==> src/rtl/ones_batch_accum.sv <==
// ones_batch_accum: buffers per-word ones counts from a non-backpressured
// producer in a small FIFO and folds them into N-word batch summaries
// (total, maximum, non-zero tally) offered under a valid/ack handshake.
module ones_batch_accum #(
   parameter int W     = 30,
   parameter int CW    = $clog2(W + 1),
   parameter int N     = 8,
   parameter int DEPTH = 4,
   parameter int SW    = $clog2(N * W + 1)
) (
   input  logic                       clock,
   input  logic                       reset,
   input  logic                       count_valid,
   input  logic [CW-1:0]              count,
   input  logic                       sum_ack,
   output logic                       sum_valid,
   output logic [SW-1:0]              sum,
   output logic [CW-1:0]              max_count,
   output logic [$clog2(N+1)-1:0]     nonzero,
   output logic [$clog2(DEPTH+1)-1:0] fifo_level,
   output logic                       overflow,
   output logic                       err
);

   localparam int NZW = $clog2(N + 1);
   localparam int LW  = $clog2(DEPTH + 1);
   // DEPTH is a power of two >= 2, so pointer arithmetic wraps modulo DEPTH.
   localparam int PW  = (DEPTH > 1) ? $clog2(DEPTH) : 1;
   // idx only ever holds 0..N-1; the N-th pop clears it instead of storing N.
   localparam int IW  = (N > 1) ? $clog2(N) : 1;

   typedef enum logic {ACC, HOLD} state_t;

   // FIFO storage and bookkeeping
   logic [CW-1:0] mem_q [DEPTH];
   logic [PW-1:0] wr_ptr_q, wr_ptr_d;
   logic [PW-1:0] rd_ptr_q, rd_ptr_d;
   logic [LW-1:0] level_q, level_d;
   logic          overflow_q, overflow_d;
   logic          err_q, err_d;

   // Batch accumulator state
   state_t          state_q;
   logic [IW-1:0]   idx_q;
   logic [SW-1:0]   sum_q;
   logic [CW-1:0]   max_q;
   logic [NZW-1:0]  nz_q;
   logic            valid_q;

   logic          legal;
   logic          full;
   logic          pop;
   logic          push;
   logic [CW-1:0] head;

   // Push/pop decisions and next-state for pointers, level and sticky flags
   always_comb begin
      legal      = (count <= CW'(W));
      full       = (level_q == LW'(DEPTH));
      pop        = (state_q == ACC) && (level_q != '0);
      // A pop in the same cycle frees a slot, so a full FIFO can still accept.
      push       = count_valid && legal && (!full || pop);
      head       = mem_q[rd_ptr_q];

      wr_ptr_d   = wr_ptr_q;
      rd_ptr_d   = rd_ptr_q;
      level_d    = level_q;
      overflow_d = overflow_q;
      err_d      = err_q;

      if (push) begin
         wr_ptr_d = wr_ptr_q + PW'(1);
      end
      if (pop) begin
         rd_ptr_d = rd_ptr_q + PW'(1);
      end
      if (push && !pop) begin
         level_d = level_q + LW'(1);
      end else if (pop && !push) begin
         level_d = level_q - LW'(1);
      end
      if (count_valid && !legal) begin
         err_d = 1'b1;
      end
      if (count_valid && legal && full && !pop) begin
         overflow_d = 1'b1;
      end
   end

   // FIFO data array: written on push, no reset needed for contents
   always_ff @(posedge clock) begin
      if (push) begin
         mem_q[wr_ptr_q] <= count;
      end
   end

   // FIFO pointers, occupancy and sticky error flags
   always_ff @(posedge clock) begin
      if (reset) begin
         wr_ptr_q   <= '0;
         rd_ptr_q   <= '0;
         level_q    <= '0;
         overflow_q <= 1'b0;
         err_q      <= 1'b0;
      end else begin
         wr_ptr_q   <= wr_ptr_d;
         rd_ptr_q   <= rd_ptr_d;
         level_q    <= level_d;
         overflow_q <= overflow_d;
         err_q      <= err_d;
      end
   end

   // Batch FSM: accumulate N popped counts, then hold the summary until acked
   always_ff @(posedge clock) begin
      if (reset) begin
         state_q <= ACC;
         idx_q   <= '0;
         sum_q   <= '0;
         max_q   <= '0;
         nz_q    <= '0;
         valid_q <= 1'b0;
      end else begin
         case (state_q)
            ACC: begin
               if (pop) begin
                  sum_q <= sum_q + SW'(head);
                  if (head > max_q) begin
                     max_q <= head;
                  end
                  if (head != '0) begin
                     nz_q <= nz_q + NZW'(1);
                  end
                  if (idx_q == IW'(N - 1)) begin
                     idx_q   <= '0;
                     state_q <= HOLD;
                     valid_q <= 1'b1;
                  end else begin
                     idx_q <= idx_q + IW'(1);
                  end
               end
            end
            HOLD: begin
               if (sum_ack) begin
                  sum_q   <= '0;
                  max_q   <= '0;
                  nz_q    <= '0;
                  valid_q <= 1'b0;
                  state_q <= ACC;
               end
            end
            default: begin
               state_q <= ACC;
            end
         endcase
      end
   end

   assign sum_valid  = valid_q;
   assign sum        = sum_q;
   assign max_count  = max_q;
   assign nonzero    = nz_q;
   assign fifo_level = level_q;
   assign overflow   = overflow_q;
   assign err        = err_q;

endmodule

==> config.mk <==
export PLATFORM = sky130hd
export DESIGN_NAME = ones_batch_accum
export DESIGN_NICKNAME = d
export VERILOG_FILES = /design/src/rtl/ones_batch_accum.sv
export SDC_FILE = /design/constraint.sdc
export NUM_CORES = 1
export LEC_CHECK = 0
export ABC_CLOCK_PERIOD_IN_PS = 7700
export CORE_UTILIZATION = 60
export CTS_BUF_LIST = sky130_fd_sc_hd__clkbuf_2 sky130_fd_sc_hd__clkbuf_4 sky130_fd_sc_hd__clkbuf_8
export DETAILED_ROUTE_END_ITERATION = 12
export GPL_TIMING_DRIVEN = 0
export PLACE_DENSITY = 0.86
export SYNTH_ARGS = -nofsm -noshare
export SYNTH_HDL_FRONTEND = slang
export SYNTH_SLANG_ARGS = --single-unit
==> constraint.sdc <==
create_clock -name clock -period 7.7 [get_ports clock]
set_clock_uncertainty 0.05 [all_clocks]
set_input_delay 1.54 -clock clock [delete_from_list [all_inputs] [get_ports clock]]
set_output_delay 1.54 -clock clock [all_outputs]
set_load 0.05 [all_outputs]
==> results by group, run 1 <==
Status
  – Status: finished, final reports clean

Cells and area
  – Nets: about 290
  – P&R area growth vs syn: 19.3%
  – Layout cell share with drive strength beyond 1: approximately 6.1%
  – Antenna diode count: 0

Synth
  – Main combinational cell family by area after synthesis: simple AND/OR/NAND/NOR gates
  – Top cell type's share of synthesized area: a little over a quarter
  – Adder-Cell Fraction of Synth Area: between 10% and 20%
  – Async set-or-reset flop fraction in the synthesized netlist: 0%
  – Commonest cells in the netlist: dfxtp_1, edfxtp_1, nor2_1
  – Synth area leaders: dfxtp_1, edfxtp_1, ha_1, a21oi_1, nor2_1
  – Synthesis Warnings: 0
  – Netlist cell types: 45
  – Avg Cell Area, Syn: 11.0 um^2
  – Mapped Area: about 0.0025 mm^2
  – Post-synthesis mux area share: roughly 5.6%
  – Yosys reg bits: 53
  – Post-synth EDFFs: 20
  – Synth Area in Compound Gates: 12.7%
  – Most common cell in the netlist: dfxtp_1
  – Dominant cell type by area after synthesis: dfxtp_1
  – Syn Nets: about 250
  – Sequential fraction of the synthesis area: around 51%
  – Top FF cell, synth: dfxtp_1
  – Post-Synthesis Cells: ~230
  – Post-Synth XOR/XNOR Area: under 10%
  – Post-Synth Simple-Gate Area: 12.9%

Floorplanning
  – Die area: roughly 0.0044 mm^2
  – Initial Util: roughly 62%
  – Die X: ~66 um
  – Core ar.: approximately 0.0040 mm^2
  – Die Ht: 66.3 um
  – Ports: 32
  – FP Rows: 23

Setup path
  – CP endpoint kind: register
  – Startpoint Class: input pin
  – Worst Setup Path Type: input pin to register
  – CP required: about 7.9 ns
  – Crit-path max FO: 7
  – WP data arrival: around 4.2 ns
  – Reg-to-reg endpoint: max_count[0]
  – Worst Reg-to-Reg Cells: 8
  – Flop2flop setup slack: between 4 and 5 ns

Worst hold path
  – Hold Crit Class: register to register
  – Worst Min Path Start: sum_valid
  – Hold Path Sink: sum_valid
  – Hold path depth: 2

Clock network
  – Clock Sinks: 53
  – Clock latency at the later pin of the worst-skew pair: roughly 0.31 ns
  – CTS buffer count: 5
  – CTS clk-pin slew, worst paths: about 0.09 ns
  – Largest buffer count on any clock path: 2
  – Post_cts resized: 0
  – TritonCTS clock tree: yes
  – Post CTS Setup Buffer Count: 0
  – Hold_buf cts: 0
  – Root buffer cell: clkbuf_8
  – H-tree depth: 2

Route
  – First-pass DRT Iterations: 4
  – Post-route ant nets: 0
  – DR vias/cell: 5.74
  – Initial drt markers: around 130
  – Wire length per cell: approximately 15 um
  – Drc violations: 0
  – Total Wirelength: 4820 um
  – Vias: between 1.5k and 2k

Power
  – Peak supply drop: 0.256 mV
  – P per Cell Area: between 400 and 500 mW/mm^2
  – Tot Pwr: about 1.2 mW
  – Leak: around 1.2 nW

Place
  – PortBufs: 30
  – Place WS: 3.44 ns
  – HPWL Detailed: about 3400 um
  – Placer Congestion: between 0.8 and 0.9

Timing
  – Total negative slack: 0 ns
  – Slew Viols, Final: 0
  – Final worst setup slack: 3.72 ns
  – Final Hold Vio Count: 0
  – Measured slew at the worst slew-check pin: 0.589 ns
  – Hold_ws: 0.411 ns
  – Crit path time final: 3.98 ns
  – Period utilisation layout: approximately 52%
  – Relative slew slack: roughly 60%
  – Max Freq: 0.251 GHz
  – Final setup fails: 0
  – Unrepaired setup endpoints after global routing: false

Global route
  – Vias in the first global route: about 1.7k
  – Initial antenna violation count: 0
  – Grt total ovfl: 0
  – GRT Util Overall: 25.0%
  – Largest net degree at the start of global routing: 17
  – First-pass GRT wire length: 7920 um

Job
  – Max-cap violations: 0
[placed cells by master (no fill, tap or decap), types with 3 or more instances in the layout]
| master | count |
|---|---|
| nor3_1 | 5 |
| o21ai_0 | 5 |
| dfxtp_1 | 33 |
| a21oi_1 | 16 |
| nand3_1 | 5 |
| clkdlybuf4s50_1 | 30 |
| clkbuf_1 | 7 |
| mux4_2 | 3 |
| nand2_1 | 15 |
| edfxtp_1 | 20 |
| clkbuf_8 | 5 |
| xor2_1 | 6 |
| o32ai_1 | 4 |
| ha_1 | 18 |
| inv_1 | 18 |
| and2_1 | 4 |
| or3_1 | 5 |
| nor2_1 | 19 |
| a21o_1 | 6 |
[layout make-up]
cell class / count / area, um^2
clock inverters: 2 / 38.8
repair buffers: 30 / 300
inverters: 18 / 67.6
clock buffers: 6 / 76.3
flip-flops and latches: 53 / 1260
fillers: 290 / 1010
plain buffers: 9 / 41.3
well taps: 50 / 62.6
multi-input cells: 145 / 1110
[state kept, by name (all words and copies together), names as in the netlist, named ones only]
name / count
mem_q: 20
sum: 8
max_count: 5
nonzero: 4
fifo_level: 3
idx_q: 3
rd_ptr_q: 2
wr_ptr_q: 2
err: 1
overflow: 1
state_q: 1
sum_valid: 1
[worst max-delay path, cell delays in order]
cell and delay, ns:
clkdlybuf4s50_1 0.49, and3_1 0.22, nand3_1 0.13, and3b_1 0.17
clkbuf_1 0.29, ha_1 0.26, inv_1 0.06, fa_1 0.37
xor2_1 0.16, or3_1 0.30, a21oi_1 0.18
[routing by layer]
layer  up-vias  GRT usage, %  wire (um)
li1        888             -          -
met1       859          34.1       2270
met2        41          38.0       2260
met3         9          6.21        200
met4         0          9.57         87
met5         -             0          0
[worst max path at each step]
| stage | from | end | cells past startpoint | slack (ns) |
|---|---|---|---|---|
| floorplan | count[2] | fifo_level[2] | 10 | 4.23 |
| global placement | count[2] | fifo_level[2] | 11 | 3.54 |
| global route | count[2] | fifo_level[2] | 11 | 3.46 |
| finish | count[2] | fifo_level[2] | 11 | 3.72 |
| detailed placement | count[2] | fifo_level[2] | 11 | 3.44 |
| CTS | count[2] | fifo_level[2] | 11 | 3.70 |
[cell families (layout without fill, tap and decap cells)]
kind of cell / after synthesis / in the layout
adders and majority gates: 20 / 20
AOI/OAI and AO/OA: 47 / 47
xor gates and xnor gates: 8 / 8
DFF: 53 / 53
buffers and inverters: 27 / 65
and+or+nand+nor: 63 / 63
muxes: 7 / 7
[power by group]
part	internal [mW]	switching, mW
clock	0.101	0.0924
combinational	0.237	0.384
sequential	0.349	0.0493
[metrics by stage]
stage          utilization [%]  cell area [um^2]  std cells
2_1_floorplan                -              2480        225
3_3_place_gp              71.6              2840        305
3_5_place_dp              71.6              2840        305
4_1_cts                   74.5              2960        313
5_1_grt                   74.5              2960        313
6_report                  74.5              2960        313
(Power assumes the default switching activity.)
==> run 2, diff against run 1 <==
Settings changed: ABC_CLOCK_PERIOD_IN_PS 7700 to 3800, CORE_UTILIZATION 60 to 57, PLACE_DENSITY 0.86 to 0.82.
Clock period 7.7 ns to 3.8 ns, I/O delays scaled along.
==> run 2 against run 1 <==
Sequential power up 100%. Die area rose by 5.1%. Register-to-register slack worse by 3.8 ns. Largest cell class unchanged. Largest power group unchanged.
==> results by group, run 2 (synthesis gave the netlist of run 1 again) <==
Status
  – Status: finished, final reports clean (unchanged)

Timing
  – Period utilisation layout: just over 80%
  – Unrepaired setup endpoints after global routing: false (unchanged)
  – Crit path time final: between 3 and 4 ns
  – Total negative slack: 0 ns (unchanged)
  – Slew Viols, Final: 0 (unchanged)
  – Measured slew at the worst slew-check pin: 0.543 ns (was 0.589 ns)
  – Final setup fails: 0 (unchanged)
  – Max Freq: approximately 0.32 GHz
  – Final Hold Vio Count: 0 (unchanged)
  – Relative slew slack: 62.9% (was 59.7%)

Clock network
  – Root buffer cell: clkbuf_8 (unchanged)
  – Clock Sinks: 53 (unchanged)
  – Post_cts resized: 0 (unchanged)
  – Hold_buf cts: 0 (unchanged)
  – Post CTS Setup Buffer Count: 0 (unchanged)
  – H-tree depth: 2 (unchanged)
  – CTS buffer count: 5 (unchanged)
  – Largest buffer count on any clock path: 2 (unchanged)
  – TritonCTS clock tree: yes (unchanged)
  – Clock latency at the later pin of the worst-skew pair: 0.30 ns (was 0.31 ns)
  – CTS clk-pin slew, worst paths: 0.08 ns (was 0.09 ns)

Floorplanning
  – Initial Util: 60.7% (was 62.5%)
  – FP Rows: 23 (unchanged)
  – Ports: 32 (unchanged)
  – Die Ht: 68.0 um (was 66.3 um)
  – Die X: 68.0 um (was 66.3 um)
  – Core ar.: 0.00409 mm^2 (was 0.00397 mm^2)
  – Die area: 0.00462 mm^2 (was 0.00440 mm^2)

Route
  – Vias: 1749 (was 1797)
  – First-pass DRT Iterations: 5 (was 4)
  – DR vias/cell: 5.59 (was 5.74)
  – Wire length per cell: 14.7 um (was 15.4 um)
  – Initial drt markers: 70 (was 126)
  – Drc violations: 0 (unchanged)
  – Post-route ant nets: 0 (unchanged)
  – Total Wirelength: 4590 um (was 4820 um)

Setup path
  – Crit-path max FO: 7 (unchanged)
  – CP required: 3.98 ns (was 7.88 ns)
  – CP top delay family: buffers and inverters (unchanged)
  – Startpoint Class: input pin (unchanged)
  – WP data arrival: 3.32 ns (was 4.16 ns)
  – Slowest-stage cell, CP: clkdlybuf4s50_1 (unchanged)
  – CP max stage delay: 0.51 ns (was 0.49 ns)
  – Crit path cell chain: clkdlybuf4s50_1 -> and3_1 -> nand3_1 -> and3b_1 -> clkbuf_1 -> ha_1 -> inv_1 -> fa_1 -> xor2_1 -> or3_1 -> a21oi_1 (unchanged)
  – Worst Setup Path Type: input pin to register (unchanged)
  – Flop2flop setup slack: 0.86 ns (was 4.67 ns)
  – Worst path bufs/invs: 3 (unchanged)
  – CP endpoint kind: register (unchanged)
  – Reg-to-reg endpoint: max_count[3] (was max_count[0])
  – Worst Reg-to-Reg Cells: 8 (unchanged)

Job
  – Max-cap violations: 0 (unchanged)

Power
  – Peak supply drop: 0.529 mV (was 0.256 mV)
  – Leak: 1.17 nW (was 1.19 nW)
  – Tot Pwr: 2.36 mW (was 1.21 mW)
  – P per Cell Area: 804 mW/mm^2 (was 410 mW/mm^2)

Place
  – HPWL Detailed: 3460 um (was 3430 um)
  – Placer Congestion: 0.812 (was 0.804)
  – PortBufs: 30 (unchanged)

Cells and area
  – Commonest non-fill, non-tap cell in the layout: dfxtp_1 (unchanged)
  – Biggest register: mem_q (unchanged)
  – Most frequent cells in the layout: dfxtp_1, clkdlybuf4s50_1, edfxtp_1, nor2_1 (unchanged)
  – Max reg flops: 20 (unchanged)
  – Antenna diode count: 0 (unchanged)
  – P&R area growth vs syn: 18.3% (was 19.3%)
  – Nets: 291 (unchanged)
  – Layout cell share with drive strength beyond 1: 6.08% (unchanged)

Global route
  – First-pass GRT wire length: 7270 um (was 7920 um)
  – Initial antenna violation count: 0 (unchanged)
  – Vias in the first global route: 1612 (was 1660)
  – GRT Util Overall: 21.5% (was 25.0%)
  – Grt total ovfl: 0 (unchanged)
  – Largest net degree at the start of global routing: 17 (unchanged)

Worst hold path
  – Hold Path Sink: sum_valid (unchanged)
  – Worst Min Path Start: sum_valid (unchanged)
  – Hold Crit Class: register to register (unchanged)
  – Hold path depth: 2 (unchanged)
==> run 2: cell types whose count changed in the layout (fill, tap and decap cells not counted), sizes merged <==
cell	change
clkinv	-1
clkinvlp	+2
bufinv	-1
==> run 2: worst max-delay path by stage <==
stage,startpoint,to,slack (ns),cells past startpoint
floorplan,count[2],fifo_level[2],1.11,10
global placement,count[2],fifo_level[2],0.39,11
detailed placement,count[2],fifo_level[2],0.37,11
CTS,count[2],fifo_level[2],0.66,11
global route,count[2],fifo_level[2],0.44,11
finish,count[0],fifo_level[2],0.66,11
==> run 2: final cells by class <==
type | instances | area [um^2]
Tap cell | 50 | 62.6
Multi-Input combinational cell | 145 | 1110
Clock buffer | 6 | 76.3
Timing Repair Buffer | 30 | 300
Sequential cell | 53 | 1260
Inverter | 18 | 67.6
Clock inverter | 2 | 15.0
Fill cell | 311 | 1150
Buffer | 9 | 41.3
==> run 2: metal layers <==
metal	GRT usage [%]	part of all wire, %	up-vias
li1	-	-	893
met1	27.3	47	826
met2	36.8	50	25
met3	5.00	2.2	5
met4	5.47	0.96	0
met5	0	0	-
==> run 2: stage by stage <==
step	setup WS (ns)	util (%)	area [um^2]	std cells	hold WS (ns)
2_1_floorplan	1.11	-	2480	225	0.390
3_3_place_gp	0.389	69.6	2840	305	0.395
3_5_place_dp	0.374	69.6	2840	305	0.403
4_1_cts	0.659	71.8	2940	313	0.418
5_1_grt	0.442	71.8	2940	313	0.452
6_report	0.660	71.8	2940	313	0.420
==> run 2: worst reg2reg max path, stage by stage, from the launching register on <==
cell,delay [ns]
dfxtp_1,0.33
buf_6,0.13
mux4_1,0.72
ha_1,0.25
a21o_1,0.18
a21o_1,0.19
a2111oi_0,0.55
nor2_1,0.21
o32ai_1,0.25
==> run 2: report_power, final <==
group / internal [mW] / switching (mW) / total, mW
Combinational: 0.477 / 0.761 / 1.24
Clock: 0.137 / 0.181 / 0.318
Sequential: 0.707 / 0.0983 / 0.805
